**config.mk**
```make
export PLATFORM = sky130hd
export DESIGN_NAME = serial_adder_ctrl
export DESIGN_NICKNAME = d
export VERILOG_FILES = /design/src/rtl/serial_adder_pkg.sv /design/src/rtl/serial_adder_full_adder.sv /design/src/rtl/serial_adder_ctrl.sv
export SDC_FILE = /design/constraint.sdc
export NUM_CORES = 1
export LEC_CHECK = 0
export BUFFER_PORTS_ARGS = -buffer_cell sky130_fd_sc_hd__buf_2
export CAP_MARGIN = 20
export CORE_ASPECT_RATIO = 0.7
export CORE_MARGIN = 2
export CORE_UTILIZATION = 35
export DETAILED_ROUTE_END_ITERATION = 6
export PLACE_DENSITY_LB_ADDON = 0.15
export RECOVER_POWER = 100
export REMOVE_ABC_BUFFERS = 1
export SYNTH_ARGS = -nofsm -noshare
export SYNTH_HDL_FRONTEND = slang
export SYNTH_SLANG_ARGS = --single-unit
```
**constraint.sdc**
```tcl
create_clock -name clk -period 1.85 [get_ports clk]
set_input_delay 0.2775 -clock clk [delete_from_list [all_inputs] [get_ports clk]]
set_output_delay 0.2775 -clock clk [all_outputs]
set_load 0.1 [all_outputs]
```
**src/rtl/serial_adder_pkg.sv**
```systemverilog
// Shared types and constants for the bit-serial add/subtract controller.
package serial_adder_pkg;

  typedef enum logic [1:0] {
    IDLE = 2'd0,
    RUN  = 2'd1,
    DONE = 2'd2
  } state_t;

  localparam int DEFAULT_WIDTH = 8;

endpackage

```
**src/rtl/serial_adder_full_adder.sv**
```systemverilog
// One-bit full adder cell reused every cycle by the serial controller.
module full_adder (
  input  logic a,
  input  logic b,
  input  logic cin,
  output logic sum,
  output logic carry
);

  assign sum   = a ^ b ^ cin;
  assign carry = (a & b) | (cin & (a ^ b));

endmodule

```
**src/rtl/serial_adder_ctrl.sv**
```systemverilog
// Bit-serial WIDTH-bit adder/subtractor: one full_adder cell, LSB first,
// running carry held in a flop, results reported with a one-cycle done pulse.
module serial_adder_ctrl
  import serial_adder_pkg::*;
#(
  parameter int WIDTH = DEFAULT_WIDTH
) (
  input  logic             clk,
  input  logic             rst_n,
  input  logic             start,
  input  logic             sub,
  input  logic [WIDTH-1:0] op_a,
  input  logic [WIDTH-1:0] op_b,
  input  logic             cin,
  output logic             busy,
  output logic             done,
  output logic [WIDTH-1:0] sum,
  output logic             cout,
  output logic             ovf
);

  localparam int                 IDX_W    = $clog2(WIDTH);
  localparam logic [IDX_W-1:0]   LAST_IDX = IDX_W'(WIDTH - 1);

  state_t             state_r;
  state_t             state_nx_s;
  logic               load_s;
  logic               step_s;
  logic               last_s;
  logic [WIDTH-1:0]   a_r;
  logic [WIDTH-1:0]   b_r;
  logic [WIDTH-1:0]   sum_r;
  logic [IDX_W-1:0]   idx_r;
  logic               carry_r;
  logic               cout_r;
  logic               ovf_r;
  logic               busy_r;
  logic               done_r;
  logic               fa_sum_s;
  logic               fa_carry_s;

  full_adder u_fa (
    .a     (a_r[0]),
    .b     (b_r[0]),
    .cin   (carry_r),
    .sum   (fa_sum_s),
    .carry (fa_carry_s)
  );

  assign last_s = (idx_r == LAST_IDX);

  // State register.
  always_ff @(posedge clk or negedge rst_n) begin
    if (!rst_n) begin
      state_r <= IDLE;
    end else begin
      state_r <= state_nx_s;
    end
  end

  // Next-state and datapath control; start is only honoured in IDLE or DONE.
  always_comb begin
    state_nx_s = state_r;
    load_s     = 1'b0;
    step_s     = 1'b0;
    case (state_r)
      IDLE: begin
        if (start) begin
          state_nx_s = RUN;
          load_s     = 1'b1;
        end else begin
          state_nx_s = IDLE;
        end
      end
      RUN: begin
        step_s = 1'b1;
        if (last_s) begin
          state_nx_s = DONE;
        end else begin
          state_nx_s = RUN;
        end
      end
      DONE: begin
        if (start) begin
          state_nx_s = RUN;
          load_s     = 1'b1;
        end else begin
          state_nx_s = IDLE;
        end
      end
      default: begin
        state_nx_s = IDLE;
      end
    endcase
  end

  // Operand shifters, carry flop, bit index and result registers.
  always_ff @(posedge clk or negedge rst_n) begin
    if (!rst_n) begin
      a_r     <= {WIDTH{1'b0}};
      b_r     <= {WIDTH{1'b0}};
      sum_r   <= {WIDTH{1'b0}};
      idx_r   <= {IDX_W{1'b0}};
      carry_r <= 1'b0;
      cout_r  <= 1'b0;
      ovf_r   <= 1'b0;
    end else if (load_s) begin
      // Subtraction is A + ~B + 1, so the inverted operand and forced carry go in here.
      a_r     <= op_a;
      b_r     <= sub ? ~op_b : op_b;
      carry_r <= sub ? 1'b1 : cin;
      sum_r   <= {WIDTH{1'b0}};
      idx_r   <= {IDX_W{1'b0}};
      cout_r  <= 1'b0;
      ovf_r   <= 1'b0;
    end else if (step_s) begin
      sum_r   <= {fa_sum_s, sum_r[WIDTH-1:1]};
      a_r     <= a_r >> 1;
      b_r     <= b_r >> 1;
      carry_r <= fa_carry_s;
      idx_r   <= idx_r + IDX_W'(1);
      if (last_s) begin
        cout_r <= fa_carry_s;
        ovf_r  <= carry_r ^ fa_carry_s;
      end
    end
  end

  // Status flags registered from the next state so they align with it.
  always_ff @(posedge clk or negedge rst_n) begin
    if (!rst_n) begin
      busy_r <= 1'b0;
      done_r <= 1'b0;
    end else begin
      busy_r <= (state_nx_s == RUN);
      done_r <= (state_nx_s == DONE);
    end
  end

  assign busy = busy_r;
  assign done = done_r;
  assign sum  = sum_r;
  assign cout = cout_r;
  assign ovf  = ovf_r;

endmodule
```
# Word level (Yosys, flattened, before mapping)
# Index checks and enable logic that the tools add are counted.
[totals]
ff_bits = 34
in_bits = 21
output_inout_bits = 12
wordCells = 52
[op_classes]
addsub = 1
eq_ne = 5
n_mux = 24
bitwise = 7
n_reduce_logical = 5
[ops]
columns = ["cell", "n"]
rows = [
  ["$mux 8", 7],
  ["$mux 1", 13],
  ["$not 8->8", 1],
  ["$mux 3", 2],
  ["$eq 2x1->1 const B", 2],
  ["$eq 2x2->1 const B", 2],
  ["$pmux 2 s2", 1],
  ["$reduce_bool 2->1", 2],
  ["$add 3x1->3 const B", 1],
  ["$eq 3x3->1 const B", 1],
  ["$xor 1x1->1", 3],
  ["$and 1x1->1", 2],
  ["$logic_not 2->1", 1],
  ["$mux 2", 1],
  ["$reduce_and 2->1", 1],
  ["$reduce_or 2->1", 1],
  ["$or 1x1->1", 1],
]

# Longest topological paths before layout
# Gate-level depths: netlist of the first run.
[depth]
word_depth = 7
mapped_depth = 5
mapped_depth_nobuf = 4

# Modules after synthesis
# Synthesis of the first run repeated with hierarchy kept, for this count alone.
[unflattened]
hier_cells = 142
hier_area_um2 = 1515.2
[modules_own_cells]
columns = ["module", "n_inst", "cells_per_inst", "area_each_um2", "seq_area_each_um2"]
rows = [
  ["serial_adder_ctrl", 1, 141, 1495.2, 850.8],
  ["full_adder", 1, 1, 20.0, 0.0],
]

# Worst setup path after synthesis of the first run
# OpenSTA, ideal clock, no wires.
[synth_timing]
kind = "reg-to-reg"
startpoint = "register carry_r"
endpoint = "register carry_r"
setup_time_ns = 0.126
arrival_time_ns = 1.179
path_slack_ns = 0.545
path_stages_with_launch = 3
n_path_buf = 0
path_cell_list = "dfrtp_1 -> fa_1 -> a221o_1"
[synth_between]
elab_chain_len = 4
[synth_lines]
columns = ["item", "line", "source"]
rows = [
  ["start, declared", "serial_adder_ctrl.sv:34", "logic carry_r;"],
  ["start signal, assigned", "serial_adder_ctrl.sv:111", "carry_r <= sub ? 1'b1 : cin;"],
  ["start signal, assigned", "serial_adder_ctrl.sv:120", "carry_r <= fa_carry_s;"],
  ["$and 1x1->1", "serial_adder_full_adder.sv:11", "assign carry = (a & b) | (cin & (a ^ b));"],
  ["$or 1x1->1", "serial_adder_full_adder.sv:11", ""],
  ["$mux 1", "serial_adder_ctrl.sv:116", "end else if (step_s) begin"],
  ["$mux 1", "serial_adder_ctrl.sv:107", "end else if (load_s) begin"],
]
# No other way between the ends. The select of a mux whose other input is x is not followed.
# A chain may end at the register's enable or synchronous reset.

# Worst setup path after layout of the first run
[layout_timing]
startpoint = "register state_r[1]"
endpoint = "register carry_r"
[layout_between]
elab_chain_len = 4
[layout_lines]
columns = ["item", "line", "source"]
rows = [
  ["start, declared", "serial_adder_ctrl.sv:25", "state_t state_r;"],
  ["start signal, assigned", "serial_adder_ctrl.sv:57", "state_r <= state_nx_s;"],
  ["$eq 2x2->1 or $logic_not 2->1 (tied branches)", "serial_adder_ctrl.sv:66", "case (state_r)"],
  ["$reduce_or 2->1 (no source line)", "-", ""],
  ["$mux 1", "-", ""],
  ["$mux 1 or $reduce_bool 2->1 (tied branches)", "-", ""],
]
# Parallel ways exist; a longest one is shown, timed or not.

==> flow_summary.ini, run 1 <==
[outcome]
outcome = finished clean

[cts]
cts_buffer_depth = 2
cts_max_level = 2
postCtsSetupRepairBufs = 0
cts-root-buf = clkbuf_8
path_clk_slew_ns = 0.07
clock_latency_ns = 0.29
cts_tree = yes
holdBufCountCts = 0
cts_resized = 0
clock-sinks = 34
numCtsBuffers = 5

[critical_path]
criticalPathCategory = register to register
r2r_end = carry_r$_DFFE_PN0P_
worstPathCellList = and2b_4, nor2_2, a221o_1
r2r_slack_ns = 0.35
critPathLaunchType = register
rr_startpoint = state_r[1]$_DFF_PN0_
rr_worst_depth = 3
critical_path.max_stage_delay_ns = 0.49
worstPathRequired_ns = 2.02
critical_path.top_delay_family = simple AND/OR/NAND/NOR gates
worstPathArrival_ns = 1.67
cp-end-kind = register
cp_slowest_cell = and2b_4
path_max_fanout = 30
cp_num_buf_inv = 0

[timing]
finalCriticalPeriod_ns = 1.50
timing.final.crit_share_pct = 81.0
tightestPinTransition_ns = 0.847
slew_headroom_pct = 43.5
fmax_mhz = 667
setup_viol = 0
rsz0062_at_grt = false
drv_slew = 0
clock_skew_ns = 0.00476
final-hold-violation-count = 0
setup_tns_ns = 0

[routing]
vias = 1107
drt_iter0_drc = 51
ant_nets = 0
drc_errors = 0
drt-vias-per-instance = 4.94
drt-pass1-iter-count = 4
routedWlPerCell_um = 14.1
drt_wl_total_mm = 3.15

[run]
drv_cap = 0

[layout]
seq_area_um2 = 851
multi_input_area_um2 = 592
instances_no_fill = 224
nets = 197
fillCellCount = 397
area_growth_pct = 17.3
antennaDiodeCount = 0
drive_gt1_share_pct = 25.6

[yosys]
synth.most_common_cell = dfrtp_1
synthesis.area_um2 = 1510
synth_top_area_share_pct = 56.5
avgSynthCellArea_um2 = 10.6
yosys.area.top_type = dfrtp_1
synth-seq-cells = 34
ys_top_cells_by_area = dfrtp_1 57%, nand2_1 7.0%, a22o_1 7.0%
dominantRegCellSynth = dfrtp_1
syn_inst = 142
yosys-top-cells-count = 34 x dfrtp_1, 28 x nand2_1, 15 x nor2_1
synth.distinct_cells = 23
async_reset_ff_share_pct = 100
yosysWarnings = 0
synth-edff-count = 0
seq_area_frac_synth_pct = 56.5

[floorplan]
die_width_um = 82.4
fp.dieH_um = 58.9
num_rows = 19
initial_core_util_pct = 37.5
dieArea_um2 = 4850
core_um2 = 4020
boundaryPins = 33

[global_route]
first_global_vias = 1008
grt_antenna_before_repair = 0
grt_pass1_wl_mm = 5.04
grt_max_degree = 35
overflow = 0
groute.usage.overall_pct = 14.5

[placement]
dp.cells = 218
place_congestion = 0.724
hpwl_mm = 2.09
place.port_buffers = 32

[hold_path]
hp-class = primary input to asynchronous set/reset pin
layout make-up:
cell class              count  share of cell area [%]
repair buffers             34                    9.92
well taps                  52                    3.69
clock buffers               6                    4.68
flip-flops and latches     34                    48.2
multi-input cells          98                    33.5
routing by layer:
metal | GRT usage [%] | part of all wire [%] | up-vias
met5 | 0 | 0 | -
met4 | 7.14 | 1.5 | 0
met3 | 4.75 | 6.8 | 5
met2 | 18.8 | 41 | 35
met1 | 21.5 | 50 | 524
li1 | - | - | 543
through the flow:
step	setup slack, ns	utilization, %	hold WS (ns)	area [um2]
finish	0.352	43.9	0.0877	1770
CTS	0.362	43.9	0.0870	1770
global route	0.294	43.9	0.152	1770
global placement	0.406	41.9	0.381	1680
floorplan	0.371	-	-0.0181	1440
detailed placement	0.382	41.9	0.390	1680
how the worst max path moves through the flow:
stage / startpoint / endpoint / slack (ns) / cells past startpoint
2_1_floorplan: state_r[0]$_DFF_PN0_ / carry_r$_DFFE_PN0P_ / 0.37 / 3
3_3_place_gp: state_r[1]$_DFF_PN0_ / carry_r$_DFFE_PN0P_ / 0.41 / 3
3_5_place_dp: state_r[1]$_DFF_PN0_ / carry_r$_DFFE_PN0P_ / 0.38 / 3
4_1_cts: state_r[1]$_DFF_PN0_ / carry_r$_DFFE_PN0P_ / 0.36 / 3
5_1_grt: state_r[1]$_DFF_PN0_ / carry_r$_DFFE_PN0P_ / 0.29 / 3
6_report: state_r[1]$_DFF_PN0_ / carry_r$_DFFE_PN0P_ / 0.35 / 3
placed cells by master, fill, tap and decap left out:
| cell | count |
|---|---|
| a31oi_1 | 13 |
| nor2_1 | 15 |
| nand3_1 | 3 |
| ha_1 | 2 |
| o21ai_1 | 1 |
| nor2b_2 | 1 |
| clkbuf_8 | 6 |
| o21ai_0 | 3 |
| buf_4 | 2 |
| a211oi_2 | 1 |
| nand2b_1 | 2 |
| nand2_1 | 28 |
| nor2_2 | 1 |
| buf_2 | 19 |
| dfrtp_1 | 34 |
| a221o_1 | 1 |
| and2b_4 | 1 |
| a22oi_1 | 1 |
| xnor2_1 | 1 |
| xor2_1 | 8 |
| and2_0 | 2 |
| fa_1 | 1 |
| a22o_1 | 12 |
| a21oi_1 | 1 |
| clkbuf_2 | 13 |
cells by family (layout without fill, tap and decap cells):
kind of cell | Yosys count | count (layout) | share of synthesized area (%)
flops | 34 | 34 | 56.5
xor+xnor | 9 | 9 | 5.24
fa+ha+maj | 3 | 3 | 2.99
simple gates | 53 | 53 | 15.0
buf+inv | 10 | 40 | 4.16
compound gates | 33 | 33 | 16.0
sequential cells by signal (all words and copies together) (netlist names), 2 cells and up:
| register | cells |
|---|---|
| a_r | 8 |
| b_r | 8 |
| sum | 8 |
| state_r | 2 |
| idx_r | 3 |
worst reg2reg max path: cells and delay by family (launching register included):
kind | cells | cell delay (ns)
and+or+nand+nor | 2 | 0.70
DFF | 1 | 0.37
AOI/OAI and AO/OA | 1 | 0.33
Power of run 1 is not shown: default switching activity piles up to over one toggle a cycle in this logic, so the estimate is an artifact.
==> run 2: changes to the inputs <==
clock period = 1.4 ns   (was 1.85 ns; I/O delays follow)
==> flow_summary.ini, run 2 (synthesized netlist as in run 1, its figures left out) <==
[timing]
fin_hold_ws_ns = 0.148
finalCriticalPeriod_ns = 1.34
setup_viol = 0
final-hold-violation-count = 0
slew_headroom_pct = 49.5
clock_skew_ns = 0.00290
rsz0062_at_grt = false
fmax_mhz = 745
timing.final.crit_share_pct = 95.8
drv_slew = 0
tightestPinTransition_ns = 0.758

[critical_path]
cp_slowest_cell = clkbuf_2
cp.depth = 1
r2r_end = ovf$_DFFE_PN0P_
r2r_slack_ns = 0.06
critical_path.max_stage_delay_ns = 0.47
path_max_fanout = 3
worstPathCellList = clkbuf_2
cp-end-kind = output port
crit_start = sum[4]$_DFFE_PN0P_
rr_startpoint = carry_r$_DFFE_PN0P_
critPathLaunchType = register
cp_num_buf_inv = 1
rr_worst_depth = 3
worstPathArrival_ns = 1.13
worstPathRequired_ns = 1.19
criticalPathCategory = register to output port
crit_end = sum[4]
critical_path.top_delay_family = buffers and inverters

[layout]
antennaDiodeCount = 0
final_common_cell = dfrtp_1
instances_no_fill = 232
seq_area_um2 = 851
final_util_pct = 45.5
fillCellCount = 387
drive_gt1_share_pct = 26.7
nets = 204
multi_input_area_um2 = 589
area_growth_pct = 21.4
final_cell_mix = 34 x dfrtp_1, 28 x nand2_1, 22 x buf_2

[global_route]
groute.usage.overall_pct = 14.4
first_global_vias = 1130
grt_pass1_wl_mm = 5.17
grt_antenna_before_repair = 0
overflow = 0
grt_max_degree = 35

[routing]
drt_iter0_drc = 43
drt-pass1-iter-count = 4
vias = 1126
drc_errors = 0
ant_nets = 0
drt-vias-per-instance = 4.85
routedWlPerCell_um = 13.2
drt_wl_total_mm = 3.06

[run]
drv_cap = 0

[placement]
place_congestion = 0.731
place.port_buffers = 32
hpwl_mm = 2.10
dp.cells = 224

[cts]
cts_tree = yes
clock-sinks = 34
numCtsBuffers = 5
clock_latency_ns = 0.28
path_clk_slew_ns = 0.06
postCtsSetupRepairBufs = 0
cts_buffer_depth = 2
cts_max_level = 2
cts-root-buf = clkbuf_8

[hold_path]
hp-class = primary input to register
hp-start = op_a[7]

[floorplan]
boundaryPins = 33
dieArea_um2 = 4850
fp.dieH_um = 58.9
die_width_um = 82.4
initial_core_util_pct = 37.5
core_um2 = 4020
num_rows = 19

[outcome]
outcome = finished clean
-- run 2: stage by stage --
step	worst slack [ns]	setup TNS, ns	cell area [um2]
detailed placement	0.0631	0	1770
global route	0.00882	0	1830
global placement	0.0748	0	1770
floorplan	-0.0789	-0.0789	1440
finish	0.0583	0	1830
CTS	0.0489	0	1850
-- run 2: how the worst min path moves through the flow --
| stage | endpoint | cells after the start |
|---|---|---|
| 2_1_floorplan | a_r[0]$_DFFE_PN0P_ | 0 |
| 3_3_place_gp | done$_DFF_PN0_ | 2 |
| 3_5_place_dp | a_r[7]$_DFFE_PN0P_ | 2 |
| 4_1_cts | a_r[7]$_DFFE_PN0P_ | 2 |
| 5_1_grt | a_r[0]$_DFFE_PN0P_ | 3 |
| 6_report | a_r[7]$_DFFE_PN0P_ | 2 |
-- run 2: final cells by class --
cell class / count / share of cell area [%]
Tap cell: 52 / 3.56
Multi-Input combinational cell: 98 / 32.3
Timing Repair Buffer: 41 / 13.4
Sequential cell: 34 / 46.6
Clock buffer: 7 / 4.18
-- run 2: routing by layer --
layer	global-route usage [%]	up-vias	part of all wire, %
met5	0	-	0
met4	4.76	0	1.3
met3	6.60	7	6.1
met2	19.8	22	42
met1	20.2	534	51
li1	-	563	-
-- run 2: what timing repair did --
item | CTS | global route
hold buffers | 1 | 0
hold endpoints to repair | 34 | 0
resized for setup | 0 | 0
Power of run 2 is left out for the same reason.
